==> src/rtl/inst_fetch_bridge_pkg.sv <==
// Shared CPU package: fetch FSM state encoding, bus size constant and the
// kseg0/kseg1 helper used by the optional address map (INST_ADDR_MAP_EN).
package inst_fetch_bridge_pkg;

    typedef enum logic [1:0] {
        FETCH_IDLE = 2'd0,
        FETCH_ADDR = 2'd1,
        FETCH_DATA = 2'd2,
        FETCH_HOLD = 2'd3
    } fetch_state_t;

    localparam logic [1:0] INST_SIZE_WORD = 2'b10;

    // kseg0 (0x8000_0000) and kseg1 (0xA000_0000) together span 0x8000_0000-0xBFFF_FFFF.
    function automatic logic is_kseg01(input logic [31:0] addr);
        return addr[31:30] == 2'b10;
    endfunction

endpackage

==> src/rtl/inst_addr_map.sv <==
// Combinational virtual-to-physical map for instruction fetch; only
// instantiated when INST_ADDR_MAP_EN is defined.
module inst_addr_map
    import inst_fetch_bridge_pkg::*;
(
    input  logic [31:0] vaddr,
    output logic [31:0] paddr
);

    always_comb begin
        paddr = vaddr;
        if (is_kseg01(vaddr)) begin
            paddr = {3'b000, vaddr[28:0]};
        end
    end

endmodule

==> src/rtl/inst_fetch_bridge.sv <==
// Bridge between the IF stage and an SRAM-like instruction bus with one
// outstanding transaction. Optional macro: INST_ADDR_MAP_EN (kseg0/1 mapping).
module inst_fetch_bridge
    import inst_fetch_bridge_pkg::*;
(
    input  logic        clk_i,
    input  logic        rst_i,
    input  logic [31:0] if_pc_i,
    input  logic        if_req_i,
    input  logic        if_stall_i,
    input  logic        if_flush_i,
    output logic [31:0] if_instr_o,
    output logic        if_instr_valid_o,
    output logic        if_stall_req_o,
    output logic        inst_req_o,
    output logic        inst_wr_o,
    output logic [1:0]  inst_size_o,
    output logic [31:0] inst_addr_o,
    output logic [31:0] inst_wdata_o,
    input  logic        inst_addr_ok_i,
    input  logic        inst_data_ok_i,
    input  logic [31:0] inst_rdata_i
);

    fetch_state_t state_reg;
    logic         discard_reg;
    logic [31:0]  addr_reg;
    logic [31:0]  buffer_reg;
    logic [31:0]  mapped_addr;

    logic launch;
    logic data_hit;
    logic drop;
    logic deliver;

`ifdef INST_ADDR_MAP_EN
    inst_addr_map u_inst_addr_map (
        .vaddr (addr_reg),
        .paddr (mapped_addr)
    );
`else
    assign mapped_addr = addr_reg;
`endif

    assign launch   = (state_reg == FETCH_IDLE) && if_req_i &&
                      (if_pc_i[1:0] == 2'b00) && !if_flush_i;
    assign data_hit = (state_reg == FETCH_DATA) && inst_data_ok_i;
    // A flush arriving with data_ok kills that beat just like an earlier flush.
    assign drop     = discard_reg || if_flush_i;
    assign deliver  = data_hit && !drop;

    assign inst_wr_o    = 1'b0;
    assign inst_size_o  = INST_SIZE_WORD;
    assign inst_wdata_o = 32'h0;

    // Outputs are gated by rst_i so they drop the moment reset asserts.
    always_comb begin
        if_instr_o       = 32'h0;
        if_instr_valid_o = 1'b0;
        if_stall_req_o   = 1'b0;
        inst_req_o       = 1'b0;
        inst_addr_o      = mapped_addr;
        if (rst_i) begin
            inst_addr_o = 32'h0;
        end else begin
            case (state_reg)
                FETCH_IDLE: begin
                    if_stall_req_o = launch;
                end
                FETCH_ADDR: begin
                    if_stall_req_o = 1'b1;
                    inst_req_o     = 1'b1;
                end
                FETCH_DATA: begin
                    if_stall_req_o = !deliver;
                    if (deliver && !if_stall_i) begin
                        if_instr_o       = inst_rdata_i;
                        if_instr_valid_o = 1'b1;
                    end
                end
                FETCH_HOLD: begin
                    if (!if_flush_i) begin
                        if_instr_o       = buffer_reg;
                        if_instr_valid_o = 1'b1;
                    end
                end
                default: ;
            endcase
        end
    end

    always_ff @(posedge clk_i or posedge rst_i) begin
        if (rst_i) begin
            state_reg   <= FETCH_IDLE;
            discard_reg <= 1'b0;
            addr_reg    <= 32'h0;
            buffer_reg  <= 32'h0;
        end else begin
            case (state_reg)
                FETCH_IDLE: begin
                    // Stray data_ok from a pre-reset transaction is ignored here.
                    if (launch) begin
                        addr_reg  <= if_pc_i;
                        state_reg <= FETCH_ADDR;
                    end
                end
                FETCH_ADDR: begin
                    if (if_flush_i) begin
                        discard_reg <= 1'b1;
                    end
                    if (inst_addr_ok_i) begin
                        state_reg <= FETCH_DATA;
                    end
                end
                FETCH_DATA: begin
                    if (inst_data_ok_i) begin
                        discard_reg <= 1'b0;
                        if (drop) begin
                            state_reg <= FETCH_IDLE;
                        end else if (if_stall_i) begin
                            buffer_reg <= inst_rdata_i;
                            state_reg  <= FETCH_HOLD;
                        end else begin
                            state_reg <= FETCH_IDLE;
                        end
                    end else if (if_flush_i) begin
                        discard_reg <= 1'b1;
                    end
                end
                FETCH_HOLD: begin
                    if (if_flush_i) begin
                        buffer_reg <= 32'h0;
                        state_reg  <= FETCH_IDLE;
                    end else if (!if_stall_i) begin
                        state_reg <= FETCH_IDLE;
                    end
                end
                default: state_reg <= FETCH_IDLE;
            endcase
        end
    end

endmodule

==> config.mk <==
export PLATFORM = sky130hd
export DESIGN_NAME = inst_fetch_bridge
export DESIGN_NICKNAME = d
export VERILOG_FILES = /design/src/rtl/inst_fetch_bridge_pkg.sv /design/src/rtl/inst_addr_map.sv /design/src/rtl/inst_fetch_bridge.sv
export SDC_FILE = /design/constraint.sdc
export NUM_CORES = 1
export LEC_CHECK = 0
export CORE_ASPECT_RATIO = 1.2
export CORE_MARGIN = 4
export CORE_UTILIZATION = 40
export CTS_CLUSTER_SIZE = 28
export DETAILED_ROUTE_END_ITERATION = 16
export HOLD_SLACK_MARGIN = 0.06
export PLACE_DENSITY = 0.79
export SLEW_MARGIN = 20
export SYNTH_ARGS = -nofsm -noshare
export SYNTH_HDL_FRONTEND = slang
export SYNTH_SLANG_ARGS = --single-unit
==> constraint.sdc <==
create_clock -name clk_i -period 7.4 [get_ports clk_i]
set_clock_uncertainty 0.05 [all_clocks]
set_input_delay 1.11 -clock clk_i [delete_from_list [all_inputs] [get_ports clk_i]]
set_output_delay 1.11 -clock clk_i [all_outputs]
set_load 0.02 [all_outputs]
* After elaboration in Yosys (flattened, before gate mapping)
Index checks and enable logic that the tools add are counted.
Widths: inputs -> output; s select.
** Storage, ports and cells
- Register bits after elaboration :: 67
- Output and inout bits :: 102
- Word-level logic and storage cells :: 59
** Cells by class
- Eq/ne operators :: 9
- Muxes and demuxes :: 28
- Reductions and logical operators :: 18
** Operators with widths (number)
- $mux 32 :: 7
- $pmux 32 s2 :: 2
- $mux 2 :: 7
- $ne 2x2->1 const B :: 5
- $mux 1 :: 8
- $pmux 2 s4 :: 1
- $reduce_and 4->1 :: 2
- $logic_and 1x1->1 :: 6
- $eq 2x2->1 const B :: 2
- $logic_not 1->1 :: 4
- $logic_not 2->1 :: 2
- $pmux 1 s2 :: 2
- $reduce_bool 2->1 :: 2
- $ne 3x3->1 const B :: 1
- $pmux 1 s3 :: 1
- $eq 2x1->1 const B :: 1
- $reduce_and 2->1 :: 1
- $logic_or 1x1->1 :: 1

* Longest topological paths before layout
- Depth after elaboration :: 7
- Mapped depth :: 8
- Gate-level depth less buffers :: 5

* Least setup slack after synthesis
No wires, ideal clock.
- Kind :: input to output
- From :: in rst_i
- To :: out if_instr_o[10]
- Arrival :: 3.539 ns
- Data required time :: 6.240 ns
- Path slack :: 2.701 ns
- Stages :: 4
- Path buffers :: 1
- Cells stage by stage :: inv_1 -> o21ai_1 -> clkbuf_1 -> nor2_1
** On the way
- Longest elaborated chain between the ends :: 1
** RTL lines
- from (decl) :: line inst_fetch_bridge.sv:7 : input logic rst_i,
- $mux 32 :: line inst_fetch_bridge.sv:63 : if (rst_i) begin
- to (decl) :: line inst_fetch_bridge.sv:12 : output logic [31:0] if_instr_o,
No other way between the ends.

* Final worst setup path
- From :: in rst_i
- To :: out if_instr_o[4]
The elaborated chain is that of the path after synthesis.

==> summary.txt <==
Status
  • Status: completed

Die
  • Ports: 173
  • Die height: 112.4 um
  • Die W: 94.98 um
  • Initial core utilization: 41.72%
  • # rows: 37
  • Core footprint: 8703 um2
  • Die area: 10,670 um2

CTS
  • Hold Buf Count CTS: 0
  • Post_cts resized: 0
  • CTS tree: done
  • CTS Sinks: 67
  • CTS Buffer Depth: 2
  • Clock slew at reported path FFs: 0.06 ns
  • Clock Latency Late Sink: 0.33 ns
  • CTS Buf Count: 9
  • Post-CTS Repair Setup Buffers: 0
  • Root buffer cell: clkbuf_8
  • H-tree Lvls: 3

Placed design
  • Cells after DPL: 558
  • Number of port buffers: 137
  • Final HPWL DP: 6.232 mm
  • Routability cong.: 0.7244

STA
  • Worst rel slew slack: 34.33%
  • Minimum clock period: 4.939 ns
  • WHS: 0.4407 ns
  • Setup TNS: 0 ns
  • Finish-stage setup viols: 0
  • Worst Max-Slew Pin Slew: 0.9840 ns
  • Pins Over Slew Limit: 0
  • Period utilisation layout: 66.74%
  • F_max: 0.2025 GHz
  • Fin. Hold Viols: 0
  • RSZ-0062 raised after global routing: false

Final layout
  • Fraction of layout cells with a size suffix above 1: 12.47%
  • Most frequent cells in the layout: 137 x clkdlybuf4s50_1, 67 x dfrtp_1, 35 x conb_1, 34 x nor2_1, 34 x nor2b_1
  • Filler instances: 756
  • Final Non-Filler Cells: 574
  • Antenna Cells: 0
  • Final Core Density: 58.67%
  • Net total in the final layout: 529
  • Area grow syn2layout: 40.63%
  • Commonest non-fill, non-tap cell in the layout: clkdlybuf4s50_1

Drt
  • Antenna violation net count after detailed routing: 0
  • DRT iter0 DRCs: 86
  • DR DRC count: 0
  • DRT Pass-1 Iters: 5
  • Final WL: 8.730 mm
  • Via density: 5.051
  • Avg WL per Cell: 15.21 um
  • Vias: 2,899

Synth
  • Syn Inst Count: 329
  • Mapped Avg Cell Area: 11.04 um2
  • Post-synthesis cell type count: 32
  • Register area share after synthesis: 46.18%
  • Synthesized area: 3631 um2
  • Synth warn: 0
  • Synth async-reset ratio: 100.0%
  • Post-synth EDFFs: 0
  • Ys flop type: dfrtp_1
  • Seq cells post-synth: 67

Worst setup path
  • Critical path endpoint category: output pin
  • Critical path class: primary input to output pin
  • Worst Path Arrival: 3.78 ns
  • Crit path max fanout: 68
  • Worst EP required: 6.24 ns
  • Startpoint Class: primary input

Global routing
  • Initial antenna violation count: 0
  • GRT Util Overall: 16.78%
  • First-pass GRT wire length: 14.37 mm
  • Vias in the first global route: 3,039
  • Largest net degree at the start of global routing: 69
  • Gr busiest metal: met2
  • Met1 global-route usage: 21.58%
  • Met3 Use GR: 6.300%
  • Total global routing overflow: 0
  • Global Route met2 Usage: 26.72%

Pwr
  • Sequential share of power: 40.5%
  • Design Power: 1.364 mW
  • Power Internal: 0.9155 mW
  • Switch share: 32.86%
  • Clock share of power: 22.1%
  • Static Leak: 2.113 nW
  • PD cells: 267.1 nW/um2
  • VDD IR max: 0.0001083 V
  • Psw: 0.4482 mW
  • Comb pwr share: 37.4%

Run
  • Max_cap viols: 0

Min path
  • Worst min path class: flop to flop
==> final timing paths <==
path                         startpoint       endpoint  slack (ns)  depth (start not counted)
min in group asynchronous         rst_i    addr_reg[4]        1.56                          4
max in group asynchronous         rst_i  buffer_reg[3]        5.19                          4
setup reg to reg           state_reg[0]  buffer_reg[7]        4.89                          6
hold / removal              addr_reg[1]    addr_reg[1]        0.44                          1
hold reg to reg             addr_reg[1]    addr_reg[1]        0.44                          1
setup / recovery                  rst_i  if_instr_o[4]        2.46                          7
==> power by group through the flow <==
| stage | clock network, mW | registers [mW] | logic (mW) |
|---|---|---|---|
| after global placement | 0 | 0.550 | 0.500 |
| after CTS | 0.312 | 0.553 | 0.515 |
| after global routing | 0.327 | 0.569 | 0.555 |
| after floorplan | 0 | 0.536 | 0.350 |
| final | 0.301 | 0.553 | 0.510 |
| after detailed placement | 0 | 0.557 | 0.516 |
==> critical path, stage by stage <==
cell             delay, ns
clkdlybuf4s50_1       0.40
buf_4                 0.25
inv_2                 0.07
buf_4                 0.64
o21ai_4               0.41
nor2_1                0.24
clkdlybuf4s50_1       0.63
==> final cells by class <==
class                      count  area (um2)  share of cell area (%)
inverter                       6       22.52                  0.4411
clock inverter                 7       76.32                   1.495
timing repair buffer         141        1401                   27.44
sequential                    67        1677                   32.84
clock buffer                   9       123.9                   2.426
multi-input combinational    227        1659                   32.49
tap                          117       146.4                   2.867
==> through the flow <==
| stage | setup slack (ns) | cell area (um2) |
|---|---|---|
| floorplan | 2.701 | 3755 |
| global placement | 2.209 | 4897 |
| detailed placement | 2.187 | 4897 |
| CTS | 2.188 | 5097 |
| global route | 2.162 | 5106 |
| finish | 2.461 | 5106 |
==> kinds of logic after synthesis <==
| family | after synthesis | synth area share, % |
|---|---|---|
| other | 2 | 0.2068 |
| muxes | 32 | 9.855 |
| DFF | 67 | 46.18 |
| adders and majority gates | 6 | 2.067 |
| buffers and inverters | 68 | 11.89 |
| and+or+nand+nor | 80 | 12.13 |
| AOI/OAI and AO/OA | 74 | 17.68 |
==> Yosys cell counts, drive strengths merged, types with 2 or more instances <==
| library cell | instances | area [um2] |
|---|---|---|
| a21oi | 3 | 15.01 |
| a22o | 32 | 280.3 |
| a31oi | 3 | 33.78 |
| a32oi | 32 | 280.3 |
| and2 | 2 | 12.51 |
| buf | 47 | 352.8 |
| clkbuf | 15 | 56.30 |
| conb | 2 | 7.510 |
| dfrtp | 67 | 1677 |
| ha | 6 | 75.07 |
| inv | 6 | 22.52 |
| mux2 | 30 | 337.8 |
| mux2i | 2 | 20.02 |
| nand2b | 2 | 12.51 |
| nor2 | 34 | 127.6 |
| nor2b | 34 | 212.7 |
==> layer usage <==
metal | up-vias | routed length (um) | part of all wire, %
met5 | - | 0 | 0
met3 | 6 | 858 | 9.8
met1 | 1385 | 3668 | 42
met4 | 0 | 72 | 0.82
li1 | 1358 | - | -
met2 | 150 | 4131 | 47
No activity file was read; power rests on OpenSTA's default activity.
